### config.mk
export PLATFORM = sky130hd
export DESIGN_NAME = mem_port_arbiter
export DESIGN_NICKNAME = d
export VERILOG_FILES = /design/src/rtl/mem_port_arbiter.sv
export SDC_FILE = /design/constraint.sdc
export NUM_CORES = 1
export LEC_CHECK = 0
export CORE_MARGIN = 1.5
export CORE_UTILIZATION = 35
export CTS_BUF_LIST = sky130_fd_sc_hd__clkbuf_8 sky130_fd_sc_hd__clkbuf_16
export CTS_CLUSTER_SIZE = 30
export DETAILED_ROUTE_END_ITERATION = 10
export GPL_ROUTABILITY_DRIVEN = 0
export GPL_TIMING_DRIVEN = 0
export HOLD_SLACK_MARGIN = 0.08
export PLACE_DENSITY = 0.71
export SYNTH_ARGS = -nofsm -noshare
export SYNTH_HDL_FRONTEND = slang
export SYNTH_SLANG_ARGS = --single-unit
export TNS_END_PERCENT = 30
### constraint.sdc
create_clock -name clk -period 7.6 [get_ports clk]
set_input_delay 1.52 -clock clk [delete_from_list [all_inputs] [get_ports clk]]
set_output_delay 1.52 -clock clk [all_outputs]
set_load 0.1 [all_outputs]
### src/rtl/mem_port_arbiter.sv
// rtl/mem_port_arbiter.sv - shares the unified memory port between CPU and debug requesters
module mem_port_arbiter #(
    parameter int ADDR_W     = 32,
    parameter int DATA_W     = 32,
    parameter int MEM_LAT    = 1,
    parameter int STARVE_MAX = 4
) (
    input  logic              clk,
    input  logic              rst,
    input  logic              cpu_req,
    input  logic              cpu_we,
    input  logic [ADDR_W-1:0] cpu_addr,
    input  logic [DATA_W-1:0] cpu_wdata,
    output logic [DATA_W-1:0] cpu_rdata,
    output logic              cpu_done,
    input  logic              dbg_req,
    input  logic              dbg_we,
    input  logic [ADDR_W-1:0] dbg_addr,
    input  logic [DATA_W-1:0] dbg_wdata,
    output logic [DATA_W-1:0] dbg_rdata,
    output logic              dbg_done,
    output logic              mem_en,
    output logic              mem_we,
    output logic [ADDR_W-1:0] mem_addr,
    output logic [DATA_W-1:0] mem_wdata,
    input  logic [DATA_W-1:0] mem_rdata,
    output logic              busy
);

    typedef enum logic [1:0] {S_IDLE, S_ISSUE, S_WAIT, S_RESP} state_t;

    localparam logic [3:0] LAT_LD     = 4'(MEM_LAT);
    localparam logic [3:0] STARVE_LIM = 4'(STARVE_MAX);

    state_t            state, state_nxt;
    logic              grant_cpu, grant_dbg;
    logic              lat_we, win_dbg;
    logic [3:0]        wait_cnt, starve_cnt;
    logic              last_wait;

    assign last_wait = (state == S_WAIT) && (wait_cnt == 4'd1);

    always_ff @(posedge clk or posedge rst) begin
        if (rst) state <= S_IDLE;
        else     state <= state_nxt;
    end

    always_comb begin
        state_nxt = state;
        grant_cpu = 1'b0;
        grant_dbg = 1'b0;
        mem_en    = 1'b0;
        mem_we    = 1'b0;
        cpu_done  = 1'b0;
        dbg_done  = 1'b0;
        busy      = (state != S_IDLE);
        case (state)
            S_IDLE: begin
                // Debug only overrides the CPU once it has been passed over STARVE_MAX times.
                if (dbg_req && (starve_cnt == STARVE_LIM)) grant_dbg = 1'b1;
                else if (cpu_req)                          grant_cpu = 1'b1;
                else if (dbg_req)                          grant_dbg = 1'b1;
                if (grant_cpu || grant_dbg) state_nxt = S_ISSUE;
            end
            S_ISSUE: begin
                mem_en    = 1'b1;
                mem_we    = lat_we;
                state_nxt = S_WAIT;
            end
            S_WAIT: begin
                if (wait_cnt == 4'd1) state_nxt = S_RESP;
            end
            S_RESP: begin
                cpu_done  = !win_dbg;
                dbg_done  = win_dbg;
                state_nxt = S_IDLE;
            end
            default: state_nxt = S_IDLE;
        endcase
    end

    always_ff @(posedge clk or posedge rst) begin
        if (rst) begin
            lat_we     <= 1'b0;
            win_dbg    <= 1'b0;
            mem_addr   <= '0;
            mem_wdata  <= '0;
            wait_cnt   <= 4'd0;
            starve_cnt <= 4'd0;
            cpu_rdata  <= '0;
            dbg_rdata  <= '0;
        end else begin
            if (grant_cpu) begin
                lat_we    <= cpu_we;
                win_dbg   <= 1'b0;
                mem_addr  <= cpu_addr;
                mem_wdata <= cpu_wdata;
            end else if (grant_dbg) begin
                lat_we    <= dbg_we;
                win_dbg   <= 1'b1;
                mem_addr  <= dbg_addr;
                mem_wdata <= dbg_wdata;
            end

            if (state == S_ISSUE)     wait_cnt <= LAT_LD;
            else if (state == S_WAIT) wait_cnt <= wait_cnt - 4'd1;

            if (state == S_IDLE) begin
                if (grant_dbg || !dbg_req)
                    starve_cnt <= 4'd0;
                else if (grant_cpu && (starve_cnt != STARVE_LIM))
                    starve_cnt <= starve_cnt + 4'd1;
            end

            if (last_wait && !lat_we) begin
                if (win_dbg) dbg_rdata <= mem_rdata;
                else         cpu_rdata <= mem_rdata;
            end
        end
    end

endmodule

==> impl_metrics.env <==
export IMPL_status="completed"
export IMPL_multi_input_area_um2=2456
export IMPL_routed_wl_um=19780
export IMPL_antenna_cells=0
export IMPL_die_x_um=136.4
export IMPL_fin_crit_sh_pct=52.58
export IMPL_final_common_cell="clkdlybuf4s50_1"
export IMPL_synth_top_cell_area_share_pct=56.25
export IMPL_syn_cell_area_um2=6228
export IMPL_cts_resized=0
export IMPL_seq_area_um2=3503
export IMPL_die_h_um=136.4
export IMPL_io_pins=299
export IMPL_rr_startpoint="state[0]$_DFFE_PP0P_"
export IMPL_post_cts_buffers=0
export IMPL_whs_endpoint="mem_addr[11]$_DFFE_PP0P_"
export IMPL_cp_end_kind="output pin"
export IMPL_skew_ns=0.01378
export IMPL_r2r_slack_ns=5.25
export IMPL_layout_area_overhead_vs_synth_pct=63.00
export IMPL_std_cell_rows=48
export IMPL_rsz0062_at_grt="no"
export IMPL_clkLatencyLatePin_ns=0.42
export IMPL_worstSetupPathType="register to output pin"
export IMPL_cts_root_buf="clkbuf_16"
export IMPL_initial_core_util_pct=35.89
export IMPL_synthArstFlopShare_pct=100.0
export IMPL_tightest_slew_ns=1.054
export IMPL_period_minus_slack_ns=3.996
export IMPL_drt_pass1_iter_count=4
export IMPL_final_cell_area_um2=10150
export IMPL_maxCapViolations=0
export IMPL_synthCells=574
export IMPL_clk_path_buf_depth=2
export IMPL_synth_area_top_cells="dfrtp_1 56%, mux2_2 11%, nand2_1 8.1%"
export IMPL_hold_buffers=0
export IMPL_grtUsageTotal_pct=21.46
export IMPL_grt_antenna_before_repair=0
export IMPL_grt_pass1_vias=5589
export IMPL_nets=1066
export IMPL_grt_max_degree=90
export IMPL_reg2reg_to="mem_addr[13]$_DFFE_PP0P_"
export IMPL_slew_headroom_pct=29.50
export IMPL_synth_edf_count=0
export IMPL_viasPerCell=4.900
export IMPL_synth_seq_cells=140
export IMPL_antenna_left=0
export IMPL_wire_per_inst_um=17.52
export IMPL_core_um2=17360
export IMPL_required_ns=6.08
export IMPL_synth_area_leader_cell="dfrtp_1"
export IMPL_numPortBuffers=297
export IMPL_synthFlopType="dfrtp_1"
export IMPL_cts_tree="yes"
export IMPL_crit_path_start_kind="register"
export IMPL_overflow=0
export IMPL_syn_num_nets=749
export IMPL_clock_sinks=140
export IMPL_h_tree_depth=4
export IMPL_synth_avg_cell_area_um2=10.85
export IMPL_drive_gt1_share_pct=11.95
export IMPL_min_path_type="register to register"
export IMPL_hold_depth=2
export IMPL_ys_warnings_count=0
export IMPL_clk_transition_reported_paths_ns=0.06
export IMPL_fin_setup_tns_ns=0
export IMPL_post_route_drc_count=0
export IMPL_finalHoldViolations=0
export IMPL_slew_violations=0
export IMPL_reg2regPathDepth=7
export IMPL_die_area_um2=18610
export IMPL_final_cell_mix="297 x clkdlybuf4s50_1, 140 x dfrtp_1, 134 x nand2_1"
export IMPL_cts_buffers=17
export IMPL_min_from="mem_addr[11]$_DFFE_PP0P_"
export IMPL_drt_iter0_drc=256
export IMPL_setup_viol=0
export IMPL_cp_max_fo=6
export IMPL_vias=5532
export IMPL_yosysSeqAreaShare_pct=56.25
export IMPL_hpwl_um=14740
export IMPL_synth_cell_type_count=33
export IMPL_grt_first_pass_wirelength_um=30230
export IMPL_fmax_mhz=250.2
export IMPL_arrival_ns=2.48
export IMPL_place_area_um2=9515
export IMPL_fill_cells=1547
[worst max-delay path: stages (launching register included)]
cell and delay, ns:
dfrtp_1 0.41, inv_1 0.11, ha_1 0.26, and2_1 0.17
clkdlybuf4s50_1 1.13
[state kept, by name, indices dropped and copies added, names as in the netlist]
name and cells:
mem_addr 32, state 2, mem_wdata 32, win_dbg 1
dbg_rdata 32, cpu_rdata 32, starve_cnt 4, lat_we 1
wait_cnt 4
[layout make-up]
cell class | instances | area share, %
repair buffers | 298 | 29.55
well taps | 225 | 2.773
clock inverters | 15 | 2.083
plain buffers | 44 | 2.206
inverters | 12 | 0.4930
multi-input cells | 378 | 24.19
flip-flops and latches | 140 | 34.51
clock buffers | 17 | 4.190
[worst max-delay path by stage]
| stage | end | depth (start not counted) | from | slack (ns) |
|---|---|---|---|---|
| global route | mem_we | 4 | state[1]$_DFFE_PP0P_ | 3.48 |
| detailed placement | mem_addr[15]$_DFFE_PP0P_ | 6 | cpu_req | 3.99 |
| CTS | mem_we | 4 | state[1]$_DFFE_PP0P_ | 3.56 |
| global placement | mem_addr[7]$_DFFE_PP0P_ | 2 | rst | 0.18 |
| finish | mem_we | 4 | state[1]$_DFFE_PP0P_ | 3.60 |
| floorplan | cpu_rdata[0]$_DFFE_PP0P_ | 1 | rst | 2.33 |
[cell usage after synthesis, types with 2 or more instances]
| cell | instances |
|---|---|
| clkbuf_1 | 23 |
| o211ai_1 | 65 |
| mux2_1 | 2 |
| nor2_1 | 3 |
| ha_1 | 9 |
| a21oi_1 | 3 |
| dfrtp_1 | 140 |
| o22ai_1 | 3 |
| buf_1 | 12 |
| nand3_1 | 68 |
| o21ai_0 | 4 |
| buf_2 | 2 |
| and2_1 | 4 |
| mux2_4 | 3 |
| mux2_2 | 60 |
| buf_6 | 6 |
| mux2i_1 | 3 |
| nand4b_1 | 2 |
| inv_1 | 12 |
| nand2_1 | 134 |
| nor2b_1 | 4 |
[per-stage QoR]
stage	utilization [%]	std cells	setup slack [ns]	hold slack (ns)
5_1_grt	58.49	1129	3.476	0.5106
3_3_place_gp	54.64	1096	0.1771	0.4695
2_1_floorplan	-	574	2.327	0.4809
3_5_place_dp	54.82	1097	3.990	0.4835
4_1_cts	58.49	1129	3.564	0.4975
6_report	58.49	1129	3.604	0.4922
[cell families after synthesis]
| logic type | after synthesis | synth area share (%) |
|---|---|---|
| and+or+nand+nor | 222 | 15.95 |
| DFF | 140 | 56.25 |
| AOI/OAI and AO/OA | 79 | 9.261 |
| muxes | 68 | 12.41 |
| buffers and inverters | 56 | 4.319 |
| adders and majority gates | 9 | 1.808 |
[per-layer routing]
metal,share of wire [%],GRT usage (%)
met1,41,26.07
met3,9.1,7.271
met5,0,0
met2,49,36.03
met4,1.5,6.383
Power is left out: the tool's default activity adds up to more than one toggle a clock period on the data nets, which glitch-free logic cannot reach.
